## src/rtl/imem_loader_pkg.sv

```systemverilog
// imem_loader_pkg: shared types and constants for the instruction-memory loader.
// The state enum includes ST_CHECK. That state is only reachable when the
// loader is built with IMEM_LOADER_CHECKSUM_EN.
package imem_loader_pkg;

    // Width of one LEGv8 instruction word.
    localparam int INSTR_W = 32;

    // Default instruction-memory word-address width (256 words).
    localparam int DEFAULT_ADDR_W = 8;

    // Default number of cycles the core stays in reset after the last write.
    localparam int DEFAULT_HOLD_CYCLES = 4;

    // Loader phases. ST_CHECK waits for the trailing checksum word.
    typedef enum logic [2:0] {
        ST_IDLE  = 3'd0,
        ST_LOAD  = 3'd1,
        ST_CHECK = 3'd2,
        ST_HOLD  = 3'd3,
        ST_RUN   = 3'd4,
        ST_ERR   = 3'd5
    } imem_loader_state_t;

endpackage

```

## src/rtl/imem_loader_xsum.sv

```systemverilog
// imem_loader_xsum: running XOR of the accepted program words.
// It is used only by imem_loader builds with IMEM_LOADER_CHECKSUM_EN.
// clear takes priority over accumulate, so a new load always starts from zero.
module imem_loader_xsum
    import imem_loader_pkg::*;
(
    input  logic               clk,
    input  logic               reset_n,
    input  logic               clear,
    input  logic               accumulate,
    input  logic [INSTR_W-1:0] data,
    input  logic [INSTR_W-1:0] check_data,
    output logic               match
);

    logic [INSTR_W-1:0] sum_q;

    // Accumulator: XOR in every accepted program word; clear on a new load.
    always_ff @(posedge clk or negedge reset_n) begin
        if (!reset_n) begin
            sum_q <= '0;
        end else if (clear) begin
            sum_q <= '0;
        end else if (accumulate) begin
            sum_q <= sum_q ^ data;
        end
    end

    // Compare the incoming checksum word against the XOR accumulated so far.
    always_comb begin
        match = (sum_q == check_data);
    end

endmodule

```

## src/rtl/imem_loader.sv

```systemverilog
// imem_loader: boot-time writer for the LEGv8 instruction memory.
// Program words arrive on a valid/ready stream. They are written to word
// addresses 0, 1, 2, ... The core's PC is held in reset until HOLD_CYCLES+1
// cycles after the last write.
// Build option: define IMEM_LOADER_CHECKSUM_EN to require one trailing XOR
// checksum word after the s_last word. That word is checked and is not written.
//
// Stream handshake: a word transfers on a rising edge where s_valid && s_ready.
// s_ready is decoded from the registered state only, so it never depends on
// s_valid in the same cycle. While s_valid is high and s_ready is low, the
// source must hold s_data and s_last stable.
module imem_loader
    import imem_loader_pkg::*;
#(
    parameter int ADDR_W      = DEFAULT_ADDR_W,
    parameter int HOLD_CYCLES = DEFAULT_HOLD_CYCLES
) (
    input  logic               clk,
    input  logic               reset_n,
    input  logic               start,
    input  logic               s_valid,
    input  logic [INSTR_W-1:0] s_data,
    input  logic               s_last,
    output logic               s_ready,
    output logic               imem_we,
    output logic [ADDR_W-1:0]  imem_waddr,
    output logic [INSTR_W-1:0] imem_wdata,
    output logic               core_reset,
    output logic               done,
    output logic               error,
    output logic [ADDR_W:0]    word_count,
    output imem_loader_state_t dbg_state
);

    // The hold counter runs 0..HOLD_CYCLES. The extra cycle covers the write pulse.
    localparam int                HOLD_W    = (HOLD_CYCLES < 1) ? 1 : $clog2(HOLD_CYCLES + 1);
    localparam logic [ADDR_W-1:0] ADDR_MAX  = {ADDR_W{1'b1}};
    localparam logic [ADDR_W:0]   COUNT_MAX = {1'b1, {ADDR_W{1'b0}}};
    localparam logic [HOLD_W-1:0] HOLD_LAST = HOLD_W'(HOLD_CYCLES);

    imem_loader_state_t state_q, state_d;
    logic [ADDR_W-1:0]  addr_q, addr_d;
    logic [ADDR_W:0]    count_q, count_d;
    logic [HOLD_W-1:0]  hold_q, hold_d;
    logic               we_q;
    logic [ADDR_W-1:0]  waddr_q;
    logic [INSTR_W-1:0] wdata_q;
    logic               start_load;
    logic               load_accept;

    // start is honoured only when no load or hold is in progress.
    assign start_load  = start && ((state_q == ST_IDLE) || (state_q == ST_RUN) ||
                                   (state_q == ST_ERR));
    // A program word is taken whenever LOAD sees s_valid.
    assign load_accept = (state_q == ST_LOAD) && s_valid;

`ifdef IMEM_LOADER_CHECKSUM_EN
    logic xsum_match;

    imem_loader_xsum u_xsum (
        .clk        (clk),
        .reset_n    (reset_n),
        .clear      (start_load),
        .accumulate (load_accept),
        .data       (s_data),
        .check_data (s_data),
        .match      (xsum_match)
    );

    assign s_ready = (state_q == ST_LOAD) || (state_q == ST_CHECK);
`else
    assign s_ready = (state_q == ST_LOAD);
`endif

    // State, address, word count and hold counter registers.
    always_ff @(posedge clk or negedge reset_n) begin
        if (!reset_n) begin
            state_q <= ST_IDLE;
            addr_q  <= '0;
            count_q <= '0;
            hold_q  <= '0;
        end else begin
            state_q <= state_d;
            addr_q  <= addr_d;
            count_q <= count_d;
            hold_q  <= hold_d;
        end
    end

    // Next-state logic for the load sequence: load, optional check, hold, then run or error.
    always_comb begin
        state_d = state_q;
        addr_d  = addr_q;
        count_d = count_q;
        hold_d  = hold_q;
        case (state_q)
            ST_IDLE, ST_RUN, ST_ERR: begin
                if (start_load) begin
                    state_d = ST_LOAD;
                    addr_d  = '0;
                    count_d = '0;
                end
            end
            ST_LOAD: begin
                if (load_accept) begin
                    addr_d  = addr_q + 1'b1;
                    count_d = (count_q == COUNT_MAX) ? count_q : count_q + 1'b1;
                    if (s_last) begin
`ifdef IMEM_LOADER_CHECKSUM_EN
                        state_d = ST_CHECK;
`else
                        state_d = ST_HOLD;
`endif
                        hold_d  = '0;
                    end else if (addr_q == ADDR_MAX) begin
                        // The last word has been written. Do not wrap back onto address 0.
                        state_d = ST_ERR;
                    end
                end
            end
`ifdef IMEM_LOADER_CHECKSUM_EN
            ST_CHECK: begin
                if (s_valid) begin
                    state_d = xsum_match ? ST_HOLD : ST_ERR;
                    hold_d  = '0;
                end
            end
`endif
            ST_HOLD: begin
                if (hold_q == HOLD_LAST) begin
                    state_d = ST_RUN;
                end else begin
                    hold_d = hold_q + 1'b1;
                end
            end
            default: begin
                state_d = ST_IDLE;
            end
        endcase
    end

    // Write port: issue one registered write pulse for each accepted program word.
    always_ff @(posedge clk or negedge reset_n) begin
        if (!reset_n) begin
            we_q    <= 1'b0;
            waddr_q <= '0;
            wdata_q <= '0;
        end else begin
            we_q <= load_accept;
            if (load_accept) begin
                waddr_q <= addr_q;
                wdata_q <= s_data;
            end
        end
    end

    // Status outputs are decoded from the registered state. When start leaves
    // RUN, core_reset rises in the same cycle that the state changes.
    always_comb begin
        core_reset = (state_q != ST_RUN);
        done       = (state_q == ST_RUN);
        error      = (state_q == ST_ERR);
    end

    assign imem_we    = we_q;
    assign imem_waddr = waddr_q;
    assign imem_wdata = wdata_q;
    assign word_count = count_q;
    assign dbg_state  = state_q;

endmodule
```

## config.mk

```make
export PLATFORM = sky130hd
export DESIGN_NAME = imem_loader
export DESIGN_NICKNAME = d
export VERILOG_FILES = /design/src/rtl/imem_loader_pkg.sv /design/src/rtl/imem_loader_xsum.sv /design/src/rtl/imem_loader.sv
export SDC_FILE = /design/constraint.sdc
export NUM_CORES = 1
export LEC_CHECK = 0
export CORE_ASPECT_RATIO = 1.25
export CORE_MARGIN = 3
export CORE_UTILIZATION = 48
export CTS_BUF_LIST = sky130_fd_sc_hd__clkbuf_4 sky130_fd_sc_hd__clkbuf_8
export DETAILED_ROUTE_END_ITERATION = 16
export PLACE_DENSITY = 0.83
export SYNTH_ARGS = -nofsm -noshare
export SYNTH_HDL_FRONTEND = slang
export SYNTH_SLANG_ARGS = --single-unit
```

## constraint.sdc

```tcl
create_clock -name clk -period 2 [get_ports clk]
set_input_delay 0.2 -clock clk [delete_from_list [all_inputs] [get_ports clk]]
set_output_delay 0.2 -clock clk [all_outputs]
set_load 0.02 [all_outputs]
```

==> key figures <==
Finish
  • Layout cell share with drive strength beyond 1: 9.74%
  • P&R area growth vs syn: 43.6%
  • Fin nets: 458
  • Diode count: 0

Synthesis
  • Synth cell count leaders: nand2_1 (130), dfrtp_1 (64), nor2_1 (16), inv_1 (11)
  • Mapped cell area: 2880 µm²
  • Syn. warnings: 0
  • Ys flop type: dfrtp_1
  • Gate Count Post-Synth: 314
  • Most common cell in the synthesized netlist: nand2_1
  • Seq/Total Area, Yosys: 55.5%
  • Post-synth top area share: 55.5%
  • Yosys cell types: 42
  • FFs w/ async S/R, synth: 100%
  • Dominant cell type by area after synthesis: dfrtp_1
  • Dominant cells by area after synthesis: dfrtp_1 (56%), nand2_1 (17%), ha_1 (2.2%)
  • Post-synth EDFFs: 0
  • Syn nets: 356
  • Synthesis-stage register bit count: 64
  • Mean post-synth cell area: 9.18 µm²

STA
  • Fin crit share: 92.3%
  • Tightest Pin Transition: 0.466 ns
  • Setup violations, final: 0
  • Slew Limit Fails: 0
  • Final WS setup: 0.153 ns
  • RSZ-0062 raised after global routing: false
  • Min Tclk post-route: 1.85 ns
  • Rel. slew slack: 68.9%
  • Worst Skew: 0.00465 ns
  • Setup_tns: 0 ns
  • Maximum clock rate: 0.542 GHz
  • Final Hold Vio Count: 0

Run
  • Max-cap viol count: 0

Worst setup path
  • Slowest cell on crit path: or3b_4
  • Startpoint types: flop
  • Crit. End Element: output port
  • Worst EP arrival: 1.65 ns
  • Crit Path Category: flop to output port
  • Critical path's largest stage delay: 0.46 ns
  • WP data required: 1.80 ns
  • Critical Path, Cell by Cell: or3b_4 -> inv_1 -> dlygate4sd2_1
  • Largest fanout on the critical path: 6

Detailed routing
  • Post-DR vias/cell: 5.22
  • Residual DRC: 0
  • DR vias: 2,530
  • DRT iter0 DRCs: 115
  • Final WL: 6850 µm
  • Routed wire per std cell: 14.1 µm
  • Post-DRT Antenna Nets: 0
  • Drt pass-1 iters: 4

Pwr
  • Reg power frac: 33.5%
  • Sw power: 0.00248 W
  • Combinational power share: 48.7%
  • Static leakage: 1.98 nW
  • Clk pwr share: 17.8%
  • PwrDens: 1500 nW/µm²
  • Peak supply drop: 1.03 mV
  • Switching Share: 39.9%
  • Int Pwr: 0.00373 W

CTS
  • Clk Latency, worst-skew pair: 0.34 ns
  • Clk root buf: clkbuf_8
  • Num CTS Buffers: 9
  • Clock Tree Buf Depth: 2
  • CTS tree: yes
  • H-tree levels: 3
  • CTS Sinks: 64
  • Reg clk slew, reported paths: 0.07 ns

Global routing
  • Number of global-route vias before repair: 2,500
  • First-pass GRT wire length: 11,200 µm
  • GRT overflow: 0
  • Initial antenna violation count: 0
  • Largest net degree at the start of global routing: 46
  • Total track usage: 20.6%

Placement
  • Post-DP HPWL: 5010 µm
  • Port Buffers: 93
  • Global placement routability congestion: 0.870
  • Post-place setup slack: 0.115 ns

Floorplanning
  • DIE HEIGHT: 92.7 µm
  • CORE AREA: 5630 µm²
  • Starting density of the core: 51.2%
  • Die ar.: 6980 µm²
  • # IOs: 94
  • Site Rows: 30
  • Die width: 75.3 µm

Status
  • Status: finished, final reports clean

Min path
  • Worst hold path type: input port to asynchronous set/reset pin
power groups by stage:
stage | combinational (W) | sequential, W | clock, W
floorplan | 0.00128 | 0.00252 | 0
global placement | 0.00300 | 0.00208 | 0
detailed placement | 0.00307 | 0.00210 | 0
CTS | 0.00307 | 0.00207 | 0.00112
global route | 0.00330 | 0.00214 | 0.00118
finish | 0.00302 | 0.00207 | 0.00110
layout make-up:
type | instances | area (µm²)
clock inverter | 5 | 56.3
timing repair buffer | 105 | 1040
tap | 64 | 80.1
inverter | 12 | 45.0
sequential | 64 | 1600
multi-input combinational | 224 | 1170
fill | 439 | 1490
clock buffer | 11 | 145
registers in the layout, summed over array words and instances (netlist names):
register    flops
addr_q          8
dbg_state       3
hold_q          3
imem_waddr      8
imem_wdata     32
imem_we         1
word_count      9
cell usage in the layout, fill, tap and decap left out, drive strengths merged, types with 9 or more instances in the layout:
master	synthesis	routed
dfrtp	64	64
buf	11	12
clkdlybuf4s50	0	88
nand2	130	130
inv	12	12
a21oi	9	9
clkbuf	3	11
o21ai	10	10
nor2	16	16
through the flow:
stage	hold slack, ns	instance area [µm²]	total power, W	cells	util (%)
after detailed placement	0.181	3930	0.00516	468	69.8
after global routing	0.384	4140	0.00663	485	73.6
final	0.339	4140	0.00620	485	73.6
after CTS	0.356	4140	0.00626	485	73.5
after global placement	0.175	3930	0.00508	468	69.8
after floorplan	-0.0956	2880	0.00380	314	-
path summary, 6_finish.rpt:
path,from,cells past startpoint,endpoint,slack (ns)
worst max-delay path,dbg_state[2],3,s_ready,0.15
worst min-delay path,reset_n,2,imem_wdata[26],0.34
worst max register to register,dbg_state[2],4,word_count[4],0.36
worst min register to register,imem_waddr[2],2,imem_waddr[2],0.47
max in group asynchronous,reset_n,3,dbg_state[0],1.05
min in group clk,s_data[5],3,imem_wdata[5],0.38
kinds of logic after synthesis:
| logic type | after synthesis | share of synthesized area [%] |
|---|---|---|
| compound gates | 38 | 9.55 |
| xor+xnor | 3 | 0.911 |
| fa+ha+maj | 5 | 2.17 |
| buf+inv | 26 | 4.08 |
| flops | 64 | 55.5 |
| mux | 3 | 1.61 |
| simple gates | 175 | 26.2 |
layer usage:
layer | share of wire (%) | GRT usage (%)
met3 | 6.0 | 3.58
met5 | 0 | 0
met1 | 43 | 25.7
met2 | 50 | 34.4
met4 | 1.7 | 8.60
worst max-delay path: cells and delay by family (launching register included):
kind                   cells  cell delay (ns)
and+or+nand+nor            1             0.46
DFF                        1             0.43
buffers and inverters      2             0.41
repair_timing:
item                                    4_1_cts  5_1_grt
buffers inserted                              0        0
resized for setup                             4        1
endpoints found under the setup margin        3        1
hold buffers                                  1        0
endpoints found under the hold margin        19        0
pin swaps                                     0        0
Note: power is estimated with default switching activity, not from simulation.
==> RTL change 1: new RTL, config.mk and constraints unchanged <==
`DEFAULT_HOLD_CYCLES`: 4 -> 8.
--- a/src/rtl/imem_loader_pkg.sv
+++ b/src/rtl/imem_loader_pkg.sv
@@ -10,7 +10,7 @@
     localparam int DEFAULT_ADDR_W = 8;
 
     // Default number of cycles the core stays in reset after the last write.
-    localparam int DEFAULT_HOLD_CYCLES = 4;
+    localparam int DEFAULT_HOLD_CYCLES = 8;
 
     // Loader phases. ST_CHECK waits for the trailing checksum word.
     typedef enum logic [2:0] {
Check against the original RTL: not equivalent (a bounded check fails within 10 cycles, from zero or initial values and one cycle with reset_n low).
==> RTL change 1 against the unedited design <==
  * Cell area is 1.2% higher
  * Fmax decreased by 2.4%
  * Combinational power decreased by 5%
  * Power shrank 4.0%
  * Wire length increased by 6.0%
  * Synthesized area is 2.1% higher
  * Setup slack worse by 45 ps
  * Hold slack better by 35 ps
  * Count of clock-buffer cells in the layout rose by 1
  * Die area grew 1.9%
  * Sequential cell count is 1 higher
  * Via count is 5.2% higher
  * Critical path type unchanged
==> RTL change 1: results (changes against the unedited design) <==
outcome finished clean; Initial DRC Count 159 (+38%); met3 usage 0.0559 (+0.0200); GR Util met2 0.374 (+0.0306); GRT Total Usage 0.212 (+0.00634); Adder-Cell Fraction of Synth Area 0.0212 (-0.000443); Met3 Wirelength 373 um (-9.9%); type of the tightest min-delay check input port to async pin; Leak 2.03 nW (+2.5%); sequential share of the synthesized area 0.552 (-0.00283); initial antenna violation count 0 (unchanged); Post-synth ARST share 1.00 (unchanged); Post-synth top cells nand2_1 (139), dfrtp_1 (65), o21ai_0 (13), clkbuf_1 (12); Routability Congestion 0.837 (-3.8%); Top Layer Used met4; library cells used by synthesis 43 (+2.4%); VDD IR max 0.000726 V (-29%); Worst Skew 3.39 ps (-1.26 ps); Data arrival, critical path 1690 ps (+40 ps); nets 471 (+2.8%); M1 WL 2.88 mm (-1.6%); ys flop type dfrtp_1; Compound-Gate Fraction of Synth Area 0.0841 (-0.0113); dominant cells by area after synthesis dfrtp_1 (55%), nand2_1 (18%), o21ai_0 (2.2%), ha_1 (2.1%), nand3_1 (1.9%); mux share of post-synthesis cell area 0.0221 (+0.00605); clock-pin slew on the worst setup and hold paths 70 ps (about the same); layout cells sized above 1 0.0829 (-0.0144); clk buf depth 2 (unchanged); IO buf count 93 (unchanged); clock root cell clkbuf_8; total number of vias 2662 (+5.2%); dpl hpwl 5.23 mm (+4.3%); cts bufs inserted 9 (unchanged); worst slew pin tran 551 ps (+84.6 ps); post-synthesis xor/xnor area fraction 0.0119 (+0.00279); fillcell total 449 (+2.3%); largest net degree at the start of global routing 27 (-41%); CP Max Fanout 7 (+1); clk_lat worst skew 340 ps (about the same); Met2 Wirelength 3.80 mm (+12%); GRT met1 Usage 0.238 (-0.0187); CTS HTree Levels 3 (unchanged); Total Wirelength 7.26 mm (+6.0%); TritonRoute pass-1 iters 4 (unchanged); max reg flops 32 (unchanged); Post-Syn Nets 372 (+4.5%); ANT cells 0 (unchanged); YS warnings 0 (unchanged); global-route wire length before repair 12.0 mm (+7.7%)
-- RTL change 1: changes by cell type after synthesis, sizes merged, moves of 3 or more --
cell    before  now
o21ai       10   13
buf         11    5
nand2      130  139
and3         1    5
nand3        8   11
a31oi        4    1
a21oi        9    3
nor2        16   11
clkbuf       3   12
-- RTL change 1: repair_timing --
action / CTS / global route
endpoints found under the hold margin: 21 / 0
gates resized for setup: 4 / 0
setup endpoints to repair: 3 / 0
hold buffers: 1 / 0
-- RTL change 1: critical path, cell delays in order, from the launching register on --
cell             delay, ps
dfrtp_1                400
inv_1                  160
and3_1                 170
clkdlybuf4s50_1        610
-- RTL change 1: through the flow --
stage	hold WS (ps)	instances	worst slack, ps	instance area, um^2	utilization
detailed placement	218	499	241	4000	0.682
floorplan	-95.6	330	319	2940	-
CTS	375	516	86.9	4190	0.715
finish	373	516	108	4190	0.715
global placement	208	499	276	4000	0.682
global route	396	516	23.4	4190	0.715
-- RTL change 1: power breakdown --
part | total (mW) | switching [mW] | leakage, nW | internal, mW
clock | 1.03 | 0.498 | 0.0880 | 0.529
combinational | 2.87 | 1.63 | 1.10 | 1.25
sequential | 2.06 | 0.298 | 0.842 | 1.76
-- RTL change 1: final timing paths --
kind,to,slack [ps],start,cells after the start
setup reg to reg,dbg_state[0],240,dbg_state[0],5
min in group clk,imem_wdata[2],380,s_data[2],3
setup / recovery,error,110,dbg_state[1],3
hold reg to reg,imem_waddr[0],470,imem_waddr[0],2
hold / removal,imem_wdata[1],370,reset_n,2
max in group asynchronous,dbg_state[0],890,reset_n,3
-- RTL change 1: layout make-up --
type / count / area share
tap: 82 / 0.0245
sequential: 65 / 0.388
multi-input combinational: 237 / 0.288
clock inverter: 4 / 0.00657
timing repair buffer: 105 / 0.245
clock buffer: 12 / 0.0379
inverter: 11 / 0.00985
==> RTL change 2: new RTL, same settings <==
Made on the original files. `addr_q` no longer has a reset.
--- a/src/rtl/imem_loader.sv
+++ b/src/rtl/imem_loader.sv
@@ -76,15 +76,17 @@
     always_ff @(posedge clk or negedge reset_n) begin
         if (!reset_n) begin
             state_q <= ST_IDLE;
-            addr_q  <= '0;
             count_q <= '0;
             hold_q  <= '0;
         end else begin
             state_q <= state_d;
-            addr_q  <= addr_d;
             count_q <= count_d;
             hold_q  <= hold_d;
         end
+    end
+
+    always_ff @(posedge clk) begin
+        addr_q <= addr_d;
     end
 
     // Next-state logic for the load sequence: load, optional check, hold, then run or error.
Behaviour: same outputs for any inputs over 10 cycles, from zero or initial values and one cycle with reset_n low; that may be too few to reach the edited logic, so the function may still have changed.
==> RTL change 2 against the unedited design <==
  * Critical path depth unchanged
  * Synthesized cell count shrank 30%
  * Synthesized area decreased by 0.69%
  * Fmax decreased by 1.0%
  * Critical path type unchanged
  * Highest routed layer unchanged
  * Wire length shrank 4.7%
  * Power rose by 8.5%
  * Cell area decreased by 1.8%
  * First-iteration DRC count up 52%
  * Setup slack got worse by 19 ps
  * Global-route usage is 0.58 points lower
  * Sequential cell count unchanged
  * Hold slack gained 12 ps
  * Clock power is 13% lower
  * Count of clock-buffer cells in the layout is 2 lower
==> RTL change 2: results (changes against the unedited design) <==
Net Switching 2.58 mW (+4.0%); global-route wire length before repair 10.5 mm (-5.8%); mux share of post-synthesis cell area 0.176 (+0.160); M1 WL 2.64 mm (-9.6%); WL per Instance 16.7 um (+18%); Initial DRC Count 175 (+52%); library cells used by synthesis 43 (+2.4%); GRT met1 Usage 0.238 (-0.0186); placed cell area 0.00389 mm^2 (-1.1%); GRT Total Usage 0.200 (-0.00585); largest net degree at the start of global routing 35 (-24%); Post-synth ARST share 0.875 (-0.125); Data arrival, critical path 1670 ps (+20 ps); total number of vias 2118 (-16%); Worst Skew 8.88 ps (+4.23 ps); nets 365 (-20%); crit-path max cell delay 500 ps (+40 ps); layout cells sized above 1 0.226 (+0.128); Reg power frac 0.354 (+0.019); post-synthesis xor/xnor area fraction 0.0183 (+0.00924); fillcell total 391 (-11%); Post-Syn Nets 262 (-26%); dpl hpwl 4.88 mm (-2.5%); VDD IR max 0.000968 V (-5.6%); slew margin rel. 0.420 (-0.269); combinational power 3.39 mW (+12%); Met3 Wirelength 285 um (-31%); Met2 Wirelength 3.48 mm (+2.5%); outcome finished clean; Leak 1.72 nW (-13%)
==> RTL change 2: cell count changes after synthesis, sizes merged, moves of 5 or more <==
cell    unedited run  this run
nand2            130         9
mux2               0        41
a21oi              9         3
edfxtp             0         8
dfrtp             64        56
o31ai              8         3
==> RTL change 2: area by class of cell <==
cell class / instances / share of cell area
clock buffer: 9 / 0.0304
tap: 64 / 0.0197
multi-input combinational: 134 / 0.276
inverter: 12 / 0.0111
sequential: 64 / 0.403
timing repair buffer: 102 / 0.248
clock inverter: 7 / 0.0117
==> RTL change 2: metrics by stage <==
stage	hold WS [ps]	power [mW]	utilization	setup slack, ps	std cells
floorplan	-95.6	4.32	-	177	220
finish	350	6.73	0.728	135	392
global placement	181	5.72	0.695	183	375
CTS	370	6.79	0.727	63.4	392
detailed placement	186	5.84	0.695	95.0	375
global route	398	7.12	0.728	32.8	392
==> RTL change 2: what timing repair did <==
item | CTS | global route
cloned | 0 | 0
resized for setup | 3 | 1
hold buffers | 1 | 0
hold endpoints to repair | 18 | 0
endpoints found under the setup margin | 3 | 1
setup buffers | 0 | 0
==> RTL change 2: worst reg2reg max path, cell delays in order, from the launching register on <==
cell and delay (ps):
dfrtp_1 430, nor2b_1 430, mux2i_1 370, o311ai_2 180, mux2_1 330
==> RTL change 2: final timing paths <==
path | from | end | slack (ps) | cells after the start
worst max-delay path | dbg_state[0] | s_ready | 130 | 3
worst max register to register | dbg_state[0] | dbg_state[0] | 150 | 4
worst min-delay path | reset_n | word_count[6] | 350 | 2
max in group asynchronous | reset_n | imem_wdata[26] | 1000 | 3
worst min register to register | imem_waddr[6] | imem_waddr[6] | 510 | 1
min in group clk | s_data[14] | imem_wdata[14] | 470 | 2
